==> src/rtl/fb_reader_pkg.sv <==
// Shared types and constants for the framebuffer SDRAM reader.
//   state_e         : reader FSM states (IDLE, REQ, PAUSE)
//   WB_CTI_CLASSIC  : Wishbone cycle type identifier for classic cycles
//   WB_SEL_ALL      : all four byte lanes selected
//   WB_BTE_LINEAR   : burst type extension, unused with classic cycles
package fb_reader_pkg;

  typedef enum logic [1:0] {
    IDLE  = 2'd0,
    REQ   = 2'd1,
    PAUSE = 2'd2
  } state_e;

  localparam logic [2:0] WB_CTI_CLASSIC = 3'b000;
  localparam logic [3:0] WB_SEL_ALL     = 4'hF;
  localparam logic [1:0] WB_BTE_LINEAR  = 2'b00;

endpackage : fb_reader_pkg

==> src/rtl/fb_sdram_reader_if.sv <==
// Classic Wishbone bus between the framebuffer reader (master) and the
// SDRAM controller (slave).
//   wb_cyc/wb_stb/wb_we/wb_adr/wb_sel/wb_cti/wb_bte : master -> slave
//   wb_dat_sm/wb_ack/wb_err/wb_rty                  : slave  -> master
interface fb_sdram_reader_if #(
  parameter int ADR_WIDTH = 32
);

  logic                 wb_cyc;
  logic                 wb_stb;
  logic                 wb_we;
  logic [ADR_WIDTH-1:0] wb_adr;
  logic [3:0]           wb_sel;
  logic [2:0]           wb_cti;
  logic [1:0]           wb_bte;
  logic [31:0]          wb_dat_sm;
  logic                 wb_ack;
  logic                 wb_err;
  logic                 wb_rty;

  modport master (
    output wb_cyc, wb_stb, wb_we, wb_adr, wb_sel, wb_cti, wb_bte,
    input  wb_dat_sm, wb_ack, wb_err, wb_rty
  );

  modport slave (
    input  wb_cyc, wb_stb, wb_we, wb_adr, wb_sel, wb_cti, wb_bte,
    output wb_dat_sm, wb_ack, wb_err, wb_rty
  );

endinterface : fb_sdram_reader_if

==> src/rtl/sync2.sv <==
// Generic two-flop synchroniser for a level signal entering the sys_clk
// domain. Output follows the input after two rising edges of sys_clk.
//   sys_clk : destination clock
//   sys_rst : asynchronous, active-high reset (both flops to RST_VAL)
//   d_i     : asynchronous level input
//   q_o     : synchronised level output
module sync2 #(
  parameter bit RST_VAL = 1'b0
) (
  input  logic sys_clk,
  input  logic sys_rst,
  input  logic d_i,
  output logic q_o
);

  logic meta_q;
  logic sync_q;

  // NOTE: async reset lives in the sensitivity list; flops clear the moment
  // sys_rst rises, without waiting for a clock edge.
  always_ff @(posedge sys_clk or posedge sys_rst) begin
    if (sys_rst) begin
      meta_q <= RST_VAL;
      sync_q <= RST_VAL;
    end else begin
      // NOTE: non-blocking assignments make this a two-stage shift; with
      // blocking ones sync_q would see d_i in the same edge.
      meta_q <= d_i;
      sync_q <= meta_q;
    end
  end

  assign q_o = sync_q;

endmodule : sync2

==> src/rtl/fb_sdram_reader.sv <==
// Framebuffer reader: Wishbone master that fetches the frame from SDRAM one
// 32-bit pixel at a time in raster order and pushes each pixel into the
// write side of the CDC pixel FIFO.
//   sys_clk, sys_rst   : system clock, async active-high reset
//   fill_en_async      : fetch enable from the pixel domain (synchronised here)
//   fifo_walmostfull   : FIFO has two or fewer free words
//   fifo_write         : one-cycle FIFO write strobe
//   fifo_wdata         : pixel word written to the FIFO
//   frame_done         : pulses with the write of the last pixel of a frame
//   wb                 : Wishbone master port (classic single reads)
module fb_sdram_reader
  import fb_reader_pkg::*;
#(
  parameter int                   HDISP     = 800,
  parameter int                   VDISP     = 480,
  parameter int                   ADR_WIDTH = 32,
  parameter logic [ADR_WIDTH-1:0] BASE_ADDR = '0
) (
  input  logic              sys_clk,
  input  logic              sys_rst,
  input  logic              fill_en_async,
  input  logic              fifo_walmostfull,
  output logic              fifo_write,
  output logic [31:0]       fifo_wdata,
  output logic              frame_done,
  fb_sdram_reader_if.master wb
);

  localparam int                NPIX     = HDISP * VDISP;
  localparam int                CNT_W    = (NPIX > 1) ? $clog2(NPIX) : 1;
  localparam logic [CNT_W-1:0]  LAST_PIX = CNT_W'(NPIX - 1);

  state_e           state_q;
  logic [CNT_W-1:0] pix_cnt_q;
  logic [CNT_W-1:0] pix_cnt_d;
  logic             cyc_q;
  logic             fifo_write_q;
  logic [31:0]      fifo_wdata_q;
  logic             frame_done_q;
  logic             fill_en;
  logic             resp_fail;

  sync2 #(.RST_VAL(1'b0)) u_fill_sync (
    .sys_clk (sys_clk),
    .sys_rst (sys_rst),
    .d_i     (fill_en_async),
    .q_o     (fill_en)
  );

  // err or rty wins over a simultaneous ack: the beat is discarded and retried.
  assign resp_fail = wb.wb_err | wb.wb_rty;

  // NOTE: every always_comb output gets a value on every path, otherwise a
  // latch is inferred.
  always_comb begin
    pix_cnt_d = pix_cnt_q + 1'b1;
    if (pix_cnt_q == LAST_PIX) begin
      pix_cnt_d = '0;
    end
  end

  always_ff @(posedge sys_clk or posedge sys_rst) begin
    if (sys_rst) begin
      state_q      <= IDLE;
      pix_cnt_q    <= '0;
      cyc_q        <= 1'b0;
      fifo_write_q <= 1'b0;
      fifo_wdata_q <= '0;
      frame_done_q <= 1'b0;
    end else begin
      // NOTE: pulse outputs default low each cycle and are raised only on the
      // edge that accepts data, so they can never stick high.
      fifo_write_q <= 1'b0;
      frame_done_q <= 1'b0;

      unique case (state_q)
        IDLE: begin
          // A new fill always starts from pixel (0,0).
          pix_cnt_q <= '0;
          if (fill_en) begin
            if (fifo_walmostfull) begin
              state_q <= PAUSE;
            end else begin
              state_q <= REQ;
              cyc_q   <= 1'b1;
            end
          end
        end

        REQ: begin
          if (resp_fail) begin
            // Drop the strobe for one cycle via PAUSE, then retry the same
            // address; pix_cnt_q is untouched.
            cyc_q   <= 1'b0;
            state_q <= fill_en ? PAUSE : IDLE;
          end else if (wb.wb_ack) begin
            fifo_write_q <= 1'b1;
            fifo_wdata_q <= wb.wb_dat_sm;
            frame_done_q <= (pix_cnt_q == LAST_PIX);
            pix_cnt_q    <= pix_cnt_d;
            if (!fill_en) begin
              state_q <= IDLE;
              cyc_q   <= 1'b0;
            end else if (fifo_walmostfull) begin
              state_q <= PAUSE;
              cyc_q   <= 1'b0;
            end
            // Otherwise stay in REQ with the strobe up for the next pixel.
          end
        end

        PAUSE: begin
          if (!fill_en) begin
            state_q <= IDLE;
          end else if (!fifo_walmostfull) begin
            state_q <= REQ;
            cyc_q   <= 1'b1;
          end
        end

        default: begin
          state_q <= IDLE;
          cyc_q   <= 1'b0;
        end
      endcase
    end
  end

  // Address follows the pixel counter, which only moves on an accepted beat,
  // so it is stable for the whole of a request.
  assign wb.wb_adr    = BASE_ADDR + (ADR_WIDTH'(pix_cnt_q) << 2);
  assign wb.wb_cyc    = cyc_q;
  assign wb.wb_stb    = cyc_q;
  assign wb.wb_we     = 1'b0;
  assign wb.wb_sel    = WB_SEL_ALL;
  assign wb.wb_cti    = WB_CTI_CLASSIC;
  assign wb.wb_bte    = WB_BTE_LINEAR;

  assign fifo_write   = fifo_write_q;
  assign fifo_wdata   = fifo_wdata_q;
  assign frame_done   = frame_done_q;

endmodule : fb_sdram_reader
==> src/flat_wrapper.sv <==
// flat-port wrapper written by rule: the top's interface ports become plain ports
module fb_sdram_reader_flat import fb_reader_pkg::*;
#(
  parameter int                   HDISP     = 800,
  parameter int                   VDISP     = 480,
  parameter int                   ADR_WIDTH = 32,
  parameter logic [ADR_WIDTH-1:0] BASE_ADDR = '0
)
  (sys_clk, sys_rst, fill_en_async, fifo_walmostfull, fifo_write, fifo_wdata, frame_done, wb_wb_cyc, wb_wb_stb, wb_wb_we, wb_wb_adr, wb_wb_sel, wb_wb_cti, wb_wb_bte, wb_wb_dat_sm, wb_wb_ack, wb_wb_err, wb_wb_rty);
  fb_sdram_reader_if #(.ADR_WIDTH(ADR_WIDTH)) wb_i ();
  input  logic sys_clk;
  input  logic sys_rst;
  input  logic fill_en_async;
  input  logic fifo_walmostfull;
  output logic fifo_write;
  output logic [31:0] fifo_wdata;
  output logic frame_done;
  output wire logic [$bits(wb_i.wb_cyc)-1:0] wb_wb_cyc;
  output wire logic [$bits(wb_i.wb_stb)-1:0] wb_wb_stb;
  output wire logic [$bits(wb_i.wb_we)-1:0] wb_wb_we;
  output wire logic [$bits(wb_i.wb_adr)-1:0] wb_wb_adr;
  output wire logic [$bits(wb_i.wb_sel)-1:0] wb_wb_sel;
  output wire logic [$bits(wb_i.wb_cti)-1:0] wb_wb_cti;
  output wire logic [$bits(wb_i.wb_bte)-1:0] wb_wb_bte;
  input wire logic [$bits(wb_i.wb_dat_sm)-1:0] wb_wb_dat_sm;
  input wire logic [$bits(wb_i.wb_ack)-1:0] wb_wb_ack;
  input wire logic [$bits(wb_i.wb_err)-1:0] wb_wb_err;
  input wire logic [$bits(wb_i.wb_rty)-1:0] wb_wb_rty;
  assign wb_wb_cyc = wb_i.wb_cyc;
  assign wb_wb_stb = wb_i.wb_stb;
  assign wb_wb_we = wb_i.wb_we;
  assign wb_wb_adr = wb_i.wb_adr;
  assign wb_wb_sel = wb_i.wb_sel;
  assign wb_wb_cti = wb_i.wb_cti;
  assign wb_wb_bte = wb_i.wb_bte;
  assign wb_i.wb_dat_sm = wb_wb_dat_sm;
  assign wb_i.wb_ack = wb_wb_ack;
  assign wb_i.wb_err = wb_wb_err;
  assign wb_i.wb_rty = wb_wb_rty;
  fb_sdram_reader #(.HDISP(HDISP), .VDISP(VDISP), .ADR_WIDTH(ADR_WIDTH), .BASE_ADDR(BASE_ADDR)) u_core (.sys_clk(sys_clk), .sys_rst(sys_rst), .fill_en_async(fill_en_async), .fifo_walmostfull(fifo_walmostfull), .fifo_write(fifo_write), .fifo_wdata(fifo_wdata), .frame_done(frame_done), .wb(wb_i));
endmodule
==> config.mk <==
export PLATFORM = sky130hd
export DESIGN_NAME = fb_sdram_reader_flat
export DESIGN_NICKNAME = d
export VERILOG_FILES = /design/src/rtl/fb_reader_pkg.sv /design/src/rtl/fb_sdram_reader_if.sv /design/src/rtl/sync2.sv /design/src/rtl/fb_sdram_reader.sv /design/src/flat_wrapper.sv
export SDC_FILE = /design/constraint.sdc
export NUM_CORES = 1
export LEC_CHECK = 0
export CAP_MARGIN = 10
export CORE_MARGIN = 2
export CORE_UTILIZATION = 39
export CTS_CLUSTER_DIAMETER = 30
export DETAILED_ROUTE_END_ITERATION = 8
export PLACE_DENSITY = 0.74
export SYNTH_ARGS = -nofsm -noshare
export SYNTH_HDL_FRONTEND = slang
export SYNTH_SLANG_ARGS = --single-unit
==> constraint.sdc <==
create_clock -name sys_clk -period 2.02 [get_ports sys_clk]
set_clock_uncertainty 0.2 [all_clocks]
set_input_delay 0.606 -clock sys_clk [delete_from_list [all_inputs] [get_ports sys_clk]]
set_output_delay 0.606 -clock sys_clk [all_outputs]
set_load 0.03 [all_outputs]
==> results.cfg <==
[place]
port-buffer-count = 93
post_dp_area_sq_mm = 0.003938
place_inst = 516
hpwl_microns = 4945
gp_congestion = 0.8110

[worst_setup_path]
critical_path_class = reg -> out
critical_path.max_stage_delay_ns = 0.45
chain_of_cells_forming_the_critical_path = dlygate4sd2_1
worstPathArrival_ns = 1.19
worst_path_dominant_cell_family = flip-flops
critical_path.startpoint_type = flip-flop
type_of_destination_of_the_critical_path = primary output
slowest_stage = dfrtp_2
critical_path_peak_fanout = 6
crit_buf_inv = 1
req_time_crit_path_ns = 1.21

[sta]
period_share_pct = 99.01
finalSetupViolations = 0
unrepaired_setup_endpoints_after_global_routing = yes
slew_violations = 0
timing_hold_violations_final = 0
max_freq_ghz = 0.5000
tns_ns = 0
timing.final.crit_period_ns = 2.000

[global_routing]
grt_antenna_before_repair = 0
grt_util_all_layers_pct = 18.23
pin_count_of_the_biggest_net_entering_global_routing = 31
grt-ovfl-total = 0
global_route_wire_length_before_repair_microns = 10950
vias_in_the_first_global_route = 2331

[pwr]
internal-power_mw = 2.546
p_seq_share_pct = 38.2
irDropWorstVdd_uv = 550.6
p_per_area_mw_per_mm2 = 935.1
cellLeakagePower_nw = 2.139
clock_power_share_pct = 32.4
power.share.combinational_pct = 29.4
p_switching_mw = 1.332
power.share.switching_pct = 34.35

[clock_network]
clock_tree.htree_level_count = 3
root_buffer = clkbuf_8
cts-hold-fix-buffers = 0
clk_pin_slew_worst_paths_ns = 0.07
cts_made_buffers = 9
clkLatencyLatePin_ns = 0.33
cts_sinks = 58
clk_path_buf_depth = 2
clock_tree_from_tritoncts = built

[cells_and_area]
design.final.nets = 473
layout.cells.most_common_list = nand2_1 (108), dfrtp_1 (55), dlygate4sd2_1 (49), clkdlybuf4s50_1 (38), buf_4 (29)
layout-drive-gt1-share_pct = 14.84
flow.area_growth_from_synthesis_pct = 49.55
finish.utilization_pct = 60.70
final_area_sq_mm = 0.004146
most_frequent_standard_cell_in_the_layout_excluding_fill_and_tap_cells = nand2_1
instances_no_fill = 534
number_of_diodes_added_for_antenna_fixing = 0

[yosys]
yosys.area_share.xor_xnor_pct = 0.3159
synth.yosys.warnings = 0
syn-instance-count = 311
synthTopCellsByArea = dfrtp_1 (52%), nand2_1 (15%), buf_4 (6.5%)
synth.avg_cell_area_sq_um = 8.915
synth-seq-area-share_pct = 52.35
synth_compound_gate_area_share_pct = 9.070
synth-adder-area-share_pct = 0.4513
post-synth-top-area-fraction_pct = 52.35
synth.distinct_cells = 39
async_flop_share_pct = 100.0
synth_top_family_by_area = simple AND/OR/NAND/NOR gates
synth_simple_gate_area_share_pct = 26.26
area_of_the_mapped_netlist_sq_mm = 0.002773
synth_top_cell_by_area = dfrtp_1
synth_mux_area_share_pct = 1.489
synth_edf_count = 0
register_bit_total_from_synthesis = 58
synth-main-ff-cell = dfrtp_1

[floorplan]
die_height_microns = 88.32
die-area_sq_mm = 0.007800
std_cell_rows = 30
initial_core_utilization_pct = 40.59
ioPinCount = 117
die_width_microns = 88.32
core_region_area_sq_mm = 0.006832

[drt]
post_drt_wl_per_cell_microns = 12.85
drt-pass1-iter-count = 4
finalWirelength_microns = 6862
detailedRoute.firstIterationViolations = 183
routed_via_density = 4.691
drc = 0
dr_total_vias = 2505
detail-route-antenna-nets = 0

[run_status]
run_status = completed

[worst_hold_path]
min_path_type = reg -> reg

[job]
timing.max_cap.violations = 0
## Yosys cell counts, types with 3 or more instances
library cell and instances:
nand2_1 108, dfrtp_1 58, buf_4 24, nand3_1 16, a21oi_1 12, nor2_1 10
o21ai_1 10, inv_1 9, o21ai_0 7, clkbuf_1 6, nand4_1 6, and3_1 5
buf_2 4, a21o_1 3, a22o_1 3, a31oi_1 3, mux2i_1 3
## power by group through the flow
stage	logic (mW)	registers, mW	clock network [mW]
3_5_place_dp	1.30	1.51	0
5_1_grt	1.23	1.51	1.34
3_3_place_gp	1.28	1.50	0
6_report	1.14	1.48	1.26
4_1_cts	1.15	1.48	1.28
2_1_floorplan	0.331	1.92	0
## cells by family after synthesis
| logic type | after synthesis |
|---|---|
| simple gates | 158 |
| other cells | 2 |
| compound gates | 42 |
| fa+ha+maj | 1 |
| buf+inv | 45 |
| xor+xnor | 1 |
| mux | 4 |
| flops | 58 |
## area by class of cell
cell class / count / area (sq um)
inverters: 10 / 41.29
clock buffers: 12 / 165.2
well taps: 96 / 120.1
repair buffers: 125 / 1144
fillers: 605 / 2685
flip-flops and latches: 58 / 1455
multi-input cells: 229 / 1149
clock inverters: 4 / 72.57
## worst paths after layout
check                      slack, ns                           startpoint  cells after the start                                 to
min reg2reg                     0.15  u_core.u_fill_sync.meta_q$_DFF_PP0_                      0   u_core.u_fill_sync.q_o$_DFF_PP0_
max in group asynchronous       0.78                              sys_rst                      3  u_core.fifo_wdata[28]$_DFFE_PP0P_
max                             0.02      u_core.pix_cnt_q[0]$_DFFE_PP0P_                      1                       wb_wb_adr[2]
min                             0.15  u_core.u_fill_sync.meta_q$_DFF_PP0_                      0   u_core.u_fill_sync.q_o$_DFF_PP0_
max reg2reg                     0.04      u_core.pix_cnt_q[0]$_DFFE_PP0P_                      8   u_core.pix_cnt_q[12]$_DFFE_PP0P_
min in group asynchronous       0.45                              sys_rst                      3   u_core.u_fill_sync.q_o$_DFF_PP0_
## layer usage
metal  global-route usage [%]  vias up  wire (microns)
met2                    28.43       87            3317
li1                         -     1224               -
met4                    9.229        0             136
met5                        0        -               0
met3                    3.731       12             379
met1                    24.14     1182            3028
## state kept, by name (all words and copies together), names as in the netlist
| register | cells |
|---|---|
| u_core.fifo_write | 1 |
| u_core.frame_done | 1 |
| u_core.fifo_wdata | 32 |
| u_core.u_fill_sync.meta_q | 1 |
| u_core.pix_cnt_q | 19 |
| u_core.wb.wb_cyc | 1 |
| u_core.state_q | 2 |
| u_core.u_fill_sync.q_o | 1 |
## per-stage QoR
step	hold WS [ns]	power (mW)	worst slack, ns
after global routing	0.1714	4.079	-0.04282
after global placement	0.1345	2.787	-0.2933
after detailed placement	0.1371	2.807	-0.3445
final	0.1491	3.877	0.02004
after CTS	0.1524	3.913	0.002328
after floorplan	0.1312	2.250	0.006266
## timing repair
| item | 4_1_cts | 5_1_grt |
|---|---|---|
| setup endpoints to repair | 54 | 52 |
| pin swaps | 0 | 3 |
| hold endpoints to repair | 0 | 0 |
| resized for setup | 57 | 10 |
| setup buffers | 0 | 2 |
No activity file was read; power rests on OpenSTA's default activity.
